==> config.mk <==
export PLATFORM = sky130hd
export DESIGN_NAME = axis_bpr_frame_ctrl
export DESIGN_NICKNAME = d
export VERILOG_FILES = /design/src/rtl/axis_bpr_frame_ctrl.sv
export SDC_FILE = /design/constraint.sdc
export NUM_CORES = 1
export LEC_CHECK = 0
export ABC_AREA = 1
export BUFFER_PORTS_ARGS = -buffer_cell sky130_fd_sc_hd__clkbuf_2
export CAP_MARGIN = 40
export CORE_MARGIN = 2
export CORE_UTILIZATION = 51
export DETAILED_ROUTE_END_ITERATION = 10
export PLACE_DENSITY = 0.79
export SYNTH_ARGS = -nofsm -noshare
export SYNTH_HDL_FRONTEND = slang
export SYNTH_SLANG_ARGS = --single-unit
export TNS_END_PERCENT = 10
==> constraint.sdc <==
create_clock -name axis_aclk -period 2.4 [get_ports axis_aclk]
set_input_delay 0.48 -clock axis_aclk [delete_from_list [all_inputs] [get_ports axis_aclk]]
set_output_delay 0.48 -clock axis_aclk [all_outputs]
set_load 0.1 [all_outputs]
==> src/rtl/axis_bpr_frame_ctrl.sv <==
// Frame geometry enforcer in front of the bad pixel replacer: pads short lines, drops long-line excess,
// frame-aligns bypass/run control. Optional error/frame counters under BPR_FRAME_CTRL_ERR_CNT_EN.
//
// state   | meaning
// --------+----------------------------------------------------------
// ST_IDLE | stopped; input not accepted, no output
// ST_PASS | combinational passthrough, counting pixels/lines
// ST_PAD  | emitting PAD_VALUE until the line reaches IMG_RES_X pixels
// ST_DROP | discarding input beyond IMG_RES_X until the source tlast
module axis_bpr_frame_ctrl #(
    parameter int          IMG_RES_X = 336,
    parameter int          IMG_RES_Y = 256,
    parameter logic [15:0] PAD_VALUE = 16'h0000
) (
    input  logic        axis_aclk,
    input  logic        axis_aresetn,
    input  logic        enable,
    input  logic        bypass_req,
    output logic        bypass_out,
    input  logic [15:0] s_axis_tdata,
    input  logic        s_axis_tvalid,
    output logic        s_axis_tready,
    input  logic        s_axis_tlast,
    output logic [15:0] m_axis_tdata,
    output logic        m_axis_tvalid,
    input  logic        m_axis_tready,
    output logic        m_axis_tlast,
    output logic        frame_active,
    output logic        frame_end,
    output logic        err_short_line,
    output logic        err_long_line
`ifdef BPR_FRAME_CTRL_ERR_CNT_EN
    ,
    input  logic        err_cnt_clr,
    output logic [15:0] short_line_cnt,
    output logic [15:0] long_line_cnt,
    output logic [31:0] frame_cnt
`endif
);

    localparam int PW = $clog2(IMG_RES_X);
    localparam int LW = (IMG_RES_Y > 1) ? $clog2(IMG_RES_Y) : 1;
    localparam logic [PW-1:0] PIX_LAST  = PW'(IMG_RES_X - 1);
    localparam logic [LW-1:0] LINE_LAST = LW'(IMG_RES_Y - 1);

    typedef enum logic [1:0] {ST_IDLE, ST_PASS, ST_PAD, ST_DROP} state_t;

    state_t        state, state_nxt;
    logic [PW-1:0] pix_cnt;
    logic [LW-1:0] line_cnt;
    logic          stop_pending;
    logic          last_pix, last_line;
    logic          pix_inc, line_end, start, short_ev, long_ev;

    assign last_pix     = (pix_cnt == PIX_LAST);
    assign last_line    = (line_cnt == LINE_LAST);
    assign frame_active = (state != ST_IDLE);

    always_comb begin
        state_nxt     = state;
        m_axis_tdata  = s_axis_tdata;
        m_axis_tvalid = 1'b0;
        m_axis_tlast  = last_pix;
        s_axis_tready = 1'b0;
        pix_inc       = 1'b0;
        line_end      = 1'b0;
        start         = 1'b0;
        short_ev      = 1'b0;
        long_ev       = 1'b0;
        case (state)
            ST_IDLE: begin
                if (enable) begin
                    start     = 1'b1;
                    state_nxt = ST_PASS;
                end
            end
            ST_PASS: begin
                m_axis_tvalid = s_axis_tvalid;
                s_axis_tready = m_axis_tready;
                if (s_axis_tvalid && m_axis_tready) begin
                    if (last_pix) begin
                        line_end = 1'b1;
                        if (!s_axis_tlast) begin
                            long_ev   = 1'b1;
                            state_nxt = ST_DROP;
                        end else if (last_line && !enable) begin
                            state_nxt = ST_IDLE;
                        end
                    end else begin
                        pix_inc = 1'b1;
                        if (s_axis_tlast) begin
                            short_ev  = 1'b1;
                            state_nxt = ST_PAD;
                        end
                    end
                end
            end
            ST_PAD: begin
                m_axis_tdata  = PAD_VALUE;
                m_axis_tvalid = 1'b1;
                if (m_axis_tready) begin
                    if (last_pix) begin
                        line_end  = 1'b1;
                        state_nxt = (last_line && !enable) ? ST_IDLE : ST_PASS;
                    end else begin
                        pix_inc = 1'b1;
                    end
                end
            end
            ST_DROP: begin
                s_axis_tready = 1'b1;
                if (s_axis_tvalid && s_axis_tlast)
                    state_nxt = stop_pending ? ST_IDLE : ST_PASS;
            end
            default: state_nxt = ST_IDLE;
        endcase
    end

    always_ff @(posedge axis_aclk) begin
        if (!axis_aresetn) begin
            state          <= ST_IDLE;
            pix_cnt        <= '0;
            line_cnt       <= '0;
            stop_pending   <= 1'b0;
            bypass_out     <= 1'b0;
            frame_end      <= 1'b0;
            err_short_line <= 1'b0;
            err_long_line  <= 1'b0;
        end else begin
            state          <= state_nxt;
            frame_end      <= line_end && last_line;
            err_short_line <= short_ev;
            err_long_line  <= long_ev;
            // stop_pending only matters for the DROP exit after the final line
            if (start) begin
                bypass_out   <= bypass_req;
                stop_pending <= 1'b0;
            end
            if (pix_inc)
                pix_cnt <= pix_cnt + PW'(1);
            if (line_end) begin
                pix_cnt <= '0;
                if (last_line) begin
                    line_cnt     <= '0;
                    bypass_out   <= bypass_req;
                    stop_pending <= ~enable;
                end else begin
                    line_cnt <= line_cnt + LW'(1);
                end
            end
        end
    end

`ifdef BPR_FRAME_CTRL_ERR_CNT_EN
    always_ff @(posedge axis_aclk) begin
        if (!axis_aresetn || err_cnt_clr) begin
            short_line_cnt <= '0;
            long_line_cnt  <= '0;
            frame_cnt      <= '0;
        end else begin
            if (err_short_line && (short_line_cnt != '1))
                short_line_cnt <= short_line_cnt + 16'd1;
            if (err_long_line && (long_line_cnt != '1))
                long_line_cnt <= long_line_cnt + 16'd1;
            if (frame_end && (frame_cnt != '1))
                frame_cnt <= frame_cnt + 32'd1;
        end
    end
`endif

endmodule

* Word level (Yosys, flattened, before mapping)
Cells that the tools add are included.
** Operators by class
- Add/sub/neg operators :: 2
- Equal/unequal tests :: 12
- Multiplexer cells :: 34
- Bitwise gates (word level) :: 4
- Reductions and logical operators :: 11
** Operators with widths (number)
- 2-to-1 mux 1 bit :: 18
- 2-to-1 mux 2 bit :: 9
- 2-to-1 mux 16 bit :: 1
- != test 2 bit, second input constant :: 5
- adder 9 x 1 -> 9 bit, second input constant :: 1
- equality test 9 bit, second input constant :: 1
- adder 8 x 1 -> 8 bit, second input constant :: 1
- equality test 8 bit, second input constant :: 1
- 2-to-1 mux 8 bit :: 1
- case mux 1 bit (2 select lines) :: 4
- case mux 2 bit (4 select lines) :: 1
- AND reduction 7 bit :: 1
- equality test 2 bit, second input constant :: 2
- logical AND 1 bit :: 4
- != test 4 bit, second input constant :: 1
- NOT 1 bit :: 4
- AND reduction 4 bit :: 1
- OR reduction 4 bit :: 1
- != test 3 bit, second input constant :: 1
- equality test 2 x 1 -> 1 bit, second input constant :: 1
- logical NOT 2 bit :: 1
- nonzero test 2 bit :: 1
- OR reduction 2 bit :: 1
- logical NOT 1 bit :: 1
** Storage, ports and cells
- Register bits after elaboration :: 24
- Input bits :: 23
- Output and inout bits :: 24
- Logic and storage cells :: 71

* Depth between registers and ports, before layout
- Word-level depth :: 7
- Depth in mapped cells :: 11
- Gate-level depth less buffers :: 11

* Least setup slack after synthesis
Ideal clock, no wire load.
- Path type :: register to output
- Start point :: reg state[0]
- End point :: out m_axis_tvalid
- Data arrival time :: 3109 ps
- Required time :: 1920 ps
- Slack :: -1189 ps
- Stages on the path, launching flop included :: 6
- Buffers on the path :: 1
- Cell sequence :: dfxtp_1 > inv_1 > ha_1 > clkbuf_1 > inv_1 > a211oi_1
** On the way
- Cells in the longest elaborated chain, start to end :: 2
- Elaborated cells on any way between the ends :: 3
- Those cells by class :: eq/ne: 2; mux: 1
** Ends and longest elaborated chain
- from (decl) :: RTL line 48 : state_t state, state_nxt;
- from (signal assigned) :: RTL line 130 : state <= state_nxt;
- equality test 2 bit / equality test 2 x 1 -> 1 bit (equally long branches) :: RTL line 70 : case (state)
- case mux 1 bit (2 select lines) (*) :: RTL line 70
- to (decl) :: RTL line 25 : output logic m_axis_tvalid,
Mark *: on every way between the ends. The rest lies on a longest branch, timed or not.

* Final worst setup path
- Start point :: reg state[1]
- End point :: out s_axis_tready
** On the way
- Cells in the longest elaborated chain, start to end :: 2
- Elaborated cells on any way between the ends :: 3
- Those cells by class :: eq/ne: 2; mux: 1
** Ends and longest elaborated chain
- equality test 2 bit / equality test 2 x 1 -> 1 bit (equally long branches) :: RTL line 70
- case mux 1 bit (2 select lines) (*) :: RTL line 70
- to (decl) :: RTL line 22 : output logic s_axis_tready,
Marked as above.

==> impl_metrics.toml <==
[run_status]
outcome = "finished clean"

[clocking]
cts_root_buffer = "clkbuf_4"
cts.clk_slew.worst_paths_ns = 0.13
ctsLongestPathBuffers = 2
htree_num_levels = 1
hold_buffers = 0
clk_latency_ns = 0.33
cts_made_buffers = 3
cts_tree = "done"
cts_sinks = 24

[grt]
grt_pass1_vias = 1322
grt_overflow = 0
grt_pass1_wl_um = 5310
grt_max_degree = 18
antenna_found_initial = 0
gr-usage-all-layers_pct = 19.6

[floorplanning]
dieArea_mm2 = 0.00346
core-area_mm2 = 0.00281
pin_count = 47
rows = 19
dieHeight_um = 58.8
initial_core_util_pct = 54.6
die_x_um = 58.8

[critical_path]
worstReg2RegStart = "state[1]"
cp_max_fo = 4
worstSetupStartpointType = "flop"
crit_start = "state[1]"
crit_arrival_ns = 1.82
required_ns = 1.92
worstSetupPathType = "flop to output port"
end_kind = "output port"

[flow_run]
drv_cap = 0

[power_and_ir_drop]
p_total_mw = 1.65
peakVddDrop_mv = 0.682
switchingPower_mw = 0.933
p_per_area_mw_per_mm2 = 876
p_seq_share_pct = 26.7
clkPwrFrac_pct = 13.5
p_leak_nw = 0.956
p_int_mw = 0.717
p_sw_share_pct = 56.6
power_frac_comb_pct = 59.8

[route]
viasPerCell = 4.85
drtIter0Drc = 100
routedWlPerCell_um = 10.7
wl_met1_um = 1540
num_vias = 1539
drtPass1Iterations = 4
top_layer = "met4"
wl_um = 3400
ant_nets = 0
wl_met2_um = 1700
wl_met3_um = 102
post-route-drc-count = 0

[yosys]
synth_top_family_by_area = "simple AND/OR/NAND/NOR gates"
ys.flop_type = "dfxtp_1"
yosys_warnings = 0
synthMuxAreaShare_pct = 0
synthXorXnorAreaFrac_pct = 2.29
syn_avg_cell_area_um2 = 6.44
synth_compound_area_share_pct = 6.78
synth-async-reset-ratio_pct = 0
synth_top_area_share_pct = 31.3
netlist_instances = 238
synth.yosys.seq_area_share_pct = 31.3
netlist_top_cells_count = "nand2_1 (57), nor2_1 (45), inv_1 (38)"
synth-simple-area-share_pct = 42.0
synth.largest_area_cell = "dfxtp_1"
synth_seq_cells = 24
synth_area_leaders = "dfxtp_1 (31%), nand2_1 (14%), nor2_1 (11%)"
syn_area_mm2 = 0.00153
synth_edf_count = 0
synth_adder_area_share_pct = 5.71
syn-num-nets = 268
yosysMostFrequentCell = "nand2_1"
synth_cell_type_count = 28

[final_layout]
area_delta_synth_final_pct = 22.9
regArea_um2 = 480
design_area_mm2 = 0.00188
utilization_pct = 67.2
final_nets = 317
antenna_cells = 0
multi_input_area_um2 = 876
fill_cells = 258
drive_gt1_share_pct = 25.2

[place]
dp_slack_ns = 0.442
dpl-instance-area_mm2 = 0.00182
place.gp.congestion = 0.849
place_hpwl_um = 2570
numPortBuffers = 46

[timing]
tightest_slew_ns = 0.550
fmaxAchievable_mhz = 435
hold_viol_final = 0
finalMaxSlewViolations = 0
setup_violations = 0
slew_headroom_pct = 63.5
whs_ns = 0.363
setup_ws_ns = 0.102
period_minus_slack_ns = 2.30
fin_crit_sh_pct = 95.7
finalClockSkew_ns = 0.00336

[hold_path]
hp-start = "s_axis_tlast"
hold_class = "input pin to flop"
[registers in the layout, indices dropped and copies added, names as in the netlist]
register,count
line_cnt,8
pix_cnt,9
err_long_line,1
err_short_line,1
stop_pending,1
frame_end,1
bypass_out,1
state,2
[what timing repair did]
action                                  4_1_cts  5_1_grt
gates resized for setup                       0       27
endpoints found under the setup margin        0       17
buffers inserted                              0        0
[logic make-up after synthesis]
family                     Yosys count
AOI/OAI and AO/OA                   19
xor gates and xnor gates             4
adders and majority gates            7
buffers and inverters               48
DFF                                 24
and+or+nand+nor                    136
[power groups by stage]
stage / Clock (mW) / Sequential (mW) / Combinational (mW)
final: 0.222 / 0.441 / 0.987
after floorplan: 0 / 0.484 / 0.775
after global routing: 0.247 / 0.446 / 1.04
after CTS: 0.228 / 0.441 / 0.971
after detailed placement: 0 / 0.450 / 0.967
after global placement: 0 / 0.449 / 0.962
[metrics by stage]
stage / cells / setup TNS (ns)
after floorplan: 238 / -5.51
after global placement: 313 / 0
after detailed placement: 313 / 0
after CTS: 317 / 0
after global routing: 317 / -0.0347
final: 317 / 0
[critical path, cell delays in order (launching register included)]
cell	delay (ns)
dfxtp_1	0.37
inv_1	0.11
ha_1	0.24
inv_1	0.12
o21ai_1	0.17
clkbuf_2	0.48
[routing by layer]
metal | vias to the layer above | track usage (%)
met3 | 5 | 2.86
met4 | 0 | 6.49
met5 | - | 0
met1 | 687 | 24.3
li1 | 826 | -
met2 | 21 | 34.6
[area by class of cell]
type                       count  area share [%]
tap                           31            2.06
timing repair buffer          47            15.1
multi-input combinational    166            46.5
sequential                    24            25.5
clock buffer                   4            1.93
inverter                      45            8.96
[cell usage in the layout, fill, tap and decap left out, types with 2 or more instances in the layout]
| cell type | n |
|---|---|
| a21oi_1 | 12 |
| clkbuf_4 | 13 |
| nand3_1 | 8 |
| nor3b_1 | 2 |
| nand4_1 | 8 |
| inv_1 | 38 |
| nand2_2 | 3 |
| nor2_1 | 45 |
| nand2_1 | 57 |
| buf_2 | 6 |
| nor2_4 | 2 |
| dfxtp_1 | 24 |
| clkbuf_2 | 28 |
| o21ai_0 | 3 |
| ha_1 | 7 |
| inv_2 | 7 |
| nor3_1 | 3 |
| xnor2_1 | 3 |
| nand2_4 | 2 |
[final timing paths]
path	slack (ns)	to	cells past startpoint
worst max-delay path	0.10	s_axis_tready	5
worst min-delay path	0.36	err_long_line	2
worst max register to register	0.50	bypass_out	11
worst min register to register	0.48	stop_pending	2
No activity file was read; power rests on OpenSTA's default activity.
